**src/rtl/inst_fetch_buffer.sv**
```systemverilog
// Instruction fetch front end: credit-limited sequential fetch into a variable-latency
// in-order memory, a registered {pc, data} FIFO toward decode, and redirect flush.
module inst_fetch_buffer #(
  parameter int unsigned DEPTH    = 4,
  parameter logic [31:0] RESET_PC = 32'h0000_0000
) (
  input  logic        clk,
  input  logic        rst,
  input  logic        redirect_valid,
  input  logic [31:0] redirect_pc,
  output logic        mem_req_valid,
  output logic [31:0] mem_req_addr,
  input  logic        mem_req_ready,
  input  logic        mem_resp_valid,
  input  logic [31:0] mem_resp_data,
  output logic        inst_valid,
  output logic [31:0] inst_data,
  output logic [31:0] inst_pc,
  input  logic        inst_ready
);
  localparam int unsigned AW = $clog2(DEPTH);
  localparam int unsigned CW = AW + 1;

  // Handshakes: a transfer happens on a cycle where valid and ready are both high;
  // the memory response channel has no ready and is always taken.

  logic [31:0]   fetch_pc;
  logic [31:0]   fifo_pc   [DEPTH];
  logic [31:0]   fifo_data [DEPTH];
  logic [AW-1:0] rd_ptr, wr_ptr;
  logic [CW-1:0] count;
  logic [31:0]   addr_q    [DEPTH];
  logic [AW-1:0] aq_rd, aq_wr;
  logic [CW-1:0] inflight, discard;

  logic [CW:0]   credit_used;
  logic          req_acc, resp_pop, resp_keep, fifo_pop;
  logic [CW-1:0] inflight_nxt;

  // Every in-flight request owns a FIFO slot, so responses never need backpressure.
  assign credit_used   = {1'b0, inflight} + {1'b0, count};
  assign mem_req_valid = !rst && (credit_used < (CW+1)'(DEPTH));
  assign mem_req_addr  = fetch_pc;

  assign req_acc      = mem_req_valid && mem_req_ready;
  assign resp_pop     = mem_resp_valid && (inflight != '0);
  assign resp_keep    = resp_pop && (discard == '0) && !redirect_valid;
  assign fifo_pop     = inst_valid && inst_ready && !redirect_valid;
  assign inflight_nxt = inflight + CW'(req_acc) - CW'(resp_pop);

  assign inst_valid = (count != '0);
  assign inst_pc    = inst_valid ? fifo_pc[rd_ptr]   : '0;
  assign inst_data  = inst_valid ? fifo_data[rd_ptr] : '0;

  always_ff @(posedge clk or posedge rst) begin
    if (rst) begin
      fetch_pc <= RESET_PC;
      rd_ptr   <= '0;
      wr_ptr   <= '0;
      count    <= '0;
      aq_rd    <= '0;
      aq_wr    <= '0;
      inflight <= '0;
      discard  <= '0;
    end else begin
      inflight <= inflight_nxt;
      if (req_acc)  aq_wr <= aq_wr + 1'b1;
      if (resp_pop) aq_rd <= aq_rd + 1'b1;
      if (redirect_valid) begin
        // Everything still outstanding after this cycle belongs to the old path.
        fetch_pc <= {redirect_pc[31:2], 2'b00};
        discard  <= inflight_nxt;
        rd_ptr   <= '0;
        wr_ptr   <= '0;
        count    <= '0;
      end else begin
        if (req_acc) fetch_pc <= fetch_pc + 32'd4;
        if (resp_pop && (discard != '0)) discard <= discard - 1'b1;
        if (fifo_pop)  rd_ptr <= rd_ptr + 1'b1;
        if (resp_keep) wr_ptr <= wr_ptr + 1'b1;
        count <= count + CW'(resp_keep) - CW'(fifo_pop);
      end
    end
  end

  // Storage is qualified by the pointers and count, so it needs no reset.
  always_ff @(posedge clk) begin
    if (req_acc) addr_q[aq_wr] <= fetch_pc;
    if (resp_keep) begin
      fifo_pc[wr_ptr]   <= addr_q[aq_rd];
      fifo_data[wr_ptr] <= mem_resp_data;
    end
  end

endmodule

```
**config.mk**
```make
export PLATFORM = sky130hd
export DESIGN_NAME = inst_fetch_buffer
export DESIGN_NICKNAME = d
export VERILOG_FILES = /design/src/rtl/inst_fetch_buffer.sv
export SDC_FILE = /design/constraint.sdc
export NUM_CORES = 1
export LEC_CHECK = 0
export ABC_AREA = 1
export CELL_PAD_IN_SITES_DETAIL_PLACEMENT = 0
export CELL_PAD_IN_SITES_GLOBAL_PLACEMENT = 1
export CORE_UTILIZATION = 30
export DETAILED_ROUTE_END_ITERATION = 8
export PLACE_DENSITY_LB_ADDON = 0.1
export RECOVER_POWER = 100
export SLEW_MARGIN = 5
export SYNTH_ARGS = -nofsm -noshare
export SYNTH_HDL_FRONTEND = slang
export SYNTH_SLANG_ARGS = --single-unit
export TNS_END_PERCENT = 5
```
**constraint.sdc**
```tcl
create_clock -name clk -period 7.24 [get_ports clk]
set_input_delay 0.724 -clock clk [delete_from_list [all_inputs] [get_ports clk]]
set_output_delay 0.724 -clock clk [all_outputs]
set_load 0.01 [all_outputs]
```
==> qor.csv <==
stage,metric,value,unit
synthesis,synth_top_cell_by_area,edfxtp_1,
critical_path,worstSetupPathType,flop to output pin,
run_status,outcome,finished with violations,
die,placeable_core_region,56700,um^2
timing,hold_viol,0,
die,floorplan.rows,87,
critical_path,worst_path_max_delay_cell,clkbuf_1,
critical_path,element_type_at_the_critical_path_start,flop,
critical_path,reg2reg_to,fifo_pc[1][24],
min_path,min_path_cells,1,
global_route,gr-usage-met2,0.250,
route,avgViaCountPerCell,4.53,
clock_tree,cts_max_level,2,
synthesis,synthesis.instances,1508,
global_route,grt_max_degree,78,
route,residual_drc_count,0,
die,io_pins,168,
die,die-height,242,um
die,dieArea,58700,um^2
clock_tree,cts-buffers-inserted,48,
timing,max_clock_freq,174,MHz
final_layout,area_growth_syn_to_layout,21.8,%
min_path,timing.hold.worst_endpoint,wr_ptr[0],
critical_path,critical_path_arrival,5040,ps
clock_tree,post_cts_hold_buffer_count,0,
final_layout,instances_no_fill,2452,
min_path,worst_hold_startpoint,wr_ptr[0],
global_route,track_usage,0.147,
synthesis,synthesized_area_per_cell,11.5,um^2
synthesis,post_synth_main_area_contributors,"edfxtp_1 (64%), nor2_1 (7.7%), dfrtp_1 (6.8%), o21ai_0 (6.0%), nand2_1 (3.6%)",
global_route,grt_use_met1,0.189,
critical_path,slack_of_the_worst_reg_to_reg_path,1870,ps
final_layout,count_of_fill_cells_added_during_filler_insertion,5537,
timing,timing_max_transition_violations_final,598,
critical_path,critical_path_required,6520,ps
clock_tree,post-cts-setup-buffer-count,0,
timing,worstMarginPinSlew,4360,ps
route,vias,11100,
placement,place_hpwl,24.7,mm
synthesis,synth_area,17300,um^2
synthesis,synth_ff_type,edfxtp_1,
route,number_of_drc_markers_after_the_initial_detailed_route_iteration,626,
timing,fin_crit,5760,ps
clock_tree,cts_root_buffer,clkbuf_16,
synthesis,synthesis_warnings,0,
final_layout,fraction_of_final_layout_cells_sized_beyond_drive_strength_1,0.0607,
route,antenna_left,0,
final_layout,final_core_util,0.372,
synthesis,synth_seq_area_share,0.706,
clock_tree,tritoncts_clock_tree,yes,
synthesis,synth-edff-count,368,
timing,setup-violations-final,0,
synthesis,yosysTopAreaCellShare,0.639,
die,die_width,242,um
clock_tree,clkSlewWorstSetupHoldPaths,60,ps
timing,setup-tns-final,0,ps
timing,timing.clock.skew,16.5,ps
final_layout,insertedDiodeCount,0,
synthesis,asyncSetResetFlopFracSynth,0.113,
clock_tree,tritoncts_num_sinks,415,
synthesis,synth_cell_type_count,38,
critical_path,launching_point_of_the_worst_reg2reg_path,inflight[2],
route,first_pass_detailed_route_iteration_total,4,
critical_path,critical_path.endpoint_type,output pin,
synthesis,ys_seq_elements,415,
power,power_leakage,7.48,nW
global_route,wire_length_of_the_first_global_routing_pass,66.0,mm
placement,finalWeightedCongestion,0.718,
power,power,7.63,mW
clock_tree,post_cts.resized_instances,0,
die,initial_core_util,0.305,
timing,max-slew-margin-rel,-1.91,
timing,crit_share_post_route,0.796,
min_path,hold_class,flop to flop,
clock_tree,worst_skew_pair.late_latency,570,ps
clock_tree,clock_tree.buffer_depth,3,
global_route,number_of_antenna_violations_at_the_first_check_in_global_routing,0,
run,maxCapViolCount,14,
global_route,grt-busiest-layer,met2,
run_status,failed_checks,"max-capacitance violations, max-slew violations",
critical_path,ff2ff_path_depth,10,
global_route,grt_pass1_vias,10900,
power,p_per_area,362,nW/um^2
critical_path,crit_path_cell_trace,clkinv_2 > clkbuf_1 > o21ai_0 > a21oi_1 > dlygate4sd3_1,
power,ir_drop,0.180,mV
critical_path,crit_start,rd_ptr[0],
route,routed_wire_length_per_instance,17.8,um
global_route,grt_overflow,0,
timing,grt_setup_unrepaired,no,
global_route,gr-usage-met3,0.0274,
placement,buffer_ports.inserted,161,
final_layout,final_nets,1752,
critical_path,timing.critical_path.slowest_cell_delay,1490,ps
placement,placed_cells_incl_taps,2369,
route,drt-total-wl,43.6,mm
critical_path,cp_max_fo,77,
critical path, delay by kind of cell, from the launching register on:
| kind | cells | cell delay (ps) |
|---|---|---|
| buffers and inverters | 3 | 2970 |
| AOI/OAI and AO/OA | 2 | 690 |
| DFF | 1 | 720 |
where the power goes:
group	total [mW]	internal [mW]	leakage (nW)	switching, mW
Sequential	3.18	2.99	3.90	0.190
Clock	2.33	1.40	0.733	0.926
Combinational	2.12	0.738	2.85	1.38
cell type report:
cell class	count	area [um^2]	share of cell area
clock inverter	24	235	0.0112
timing repair buffer	180	1700	0.0808
tap	756	946	0.0449
clock buffer	59	1260	0.0599
inverter	73	278	0.0132
multi-input combinational	945	4430	0.210
sequential	415	12200	0.580
through the flow:
stage / setup slack [ps] / cell area, um^2 / hold WS, ps
2_1_floorplan: 2980 / 17300 / 515
3_3_place_gp: 2950 / 19700 / 556
3_5_place_dp: 2890 / 19700 / 559
4_1_cts: 2270 / 21200 / 569
5_1_grt: 1100 / 21100 / 593
6_report: 1480 / 21100 / 562
state kept, by name, summed over array words and instances, names as in the netlist:
register	count
fifo_data	128
addr_q	120
fifo_pc	120
mem_req_addr	30
count	3
discard	3
inflight	3
aq_rd	2
aq_wr	2
rd_ptr	2
wr_ptr	2
logic make-up after synthesis:
| family | synth area share |
|---|---|
| other | 0.000217 |
| adder cells (fa/ha/maj) | 0.0146 |
| AO/OA/AOI/OAI | 0.0948 |
| flip-flops | 0.706 |
| AND/OR/NAND/NOR | 0.142 |
| buffers and inverters | 0.0380 |
| XOR/XNOR | 0.00405 |
cells in the final DEF, fill, tap and decap left out, types with 45 or more instances in the layout:
| master | Yosys | final |
|---|---|---|
| edfxtp_1 | 368 | 368 |
| nor2_1 | 354 | 348 |
| o21ai_0 | 206 | 206 |
| nand2_1 | 164 | 165 |
| dlygate4sd3_1 | 0 | 124 |
| a21oi_1 | 68 | 68 |
| inv_1 | 67 | 66 |
| nand3_1 | 55 | 55 |
| clkbuf_16 | 0 | 49 |
| dfrtp_1 | 47 | 45 |
synth_stat cells, types with 3 or more instances:
cell type	count
and2_1	3
nor2_1	354
and3_1	3
nor2_4	6
dfrtp_1	47
buf_4	11
o22ai_1	30
buf_2	12
nand3_1	55
a21oi_1	68
o21ai_0	206
nand2_1	164
nor2_2	7
clkbuf_1	45
xnor2_1	5
ha_1	17
inv_1	67
o21bai_1	8
buf_1	5
buf_6	4
edfxtp_1	368
inv_2	3
xor2_1	3
metal layers:
layer | share of wire | wire, um
met5 | 0 | 0
met4 | 0.022 | 969
met3 | 0.039 | 1700
met2 | 0.48 | 20900
met1 | 0.46 | 20000
worst max-delay path by stage:
stage                            to  slack (ps)  cells past startpoint
finish                  inst_pc[10]        1480                      5
global route            inst_pc[16]        1100                      5
CTS                     inst_pc[16]        2270                      5
detailed placement      inst_pc[16]        2890                      5
global placement        inst_pc[16]        2950                      5
floorplan           fifo_data[0][0]        2980                      4
(Power assumes the default switching activity.)
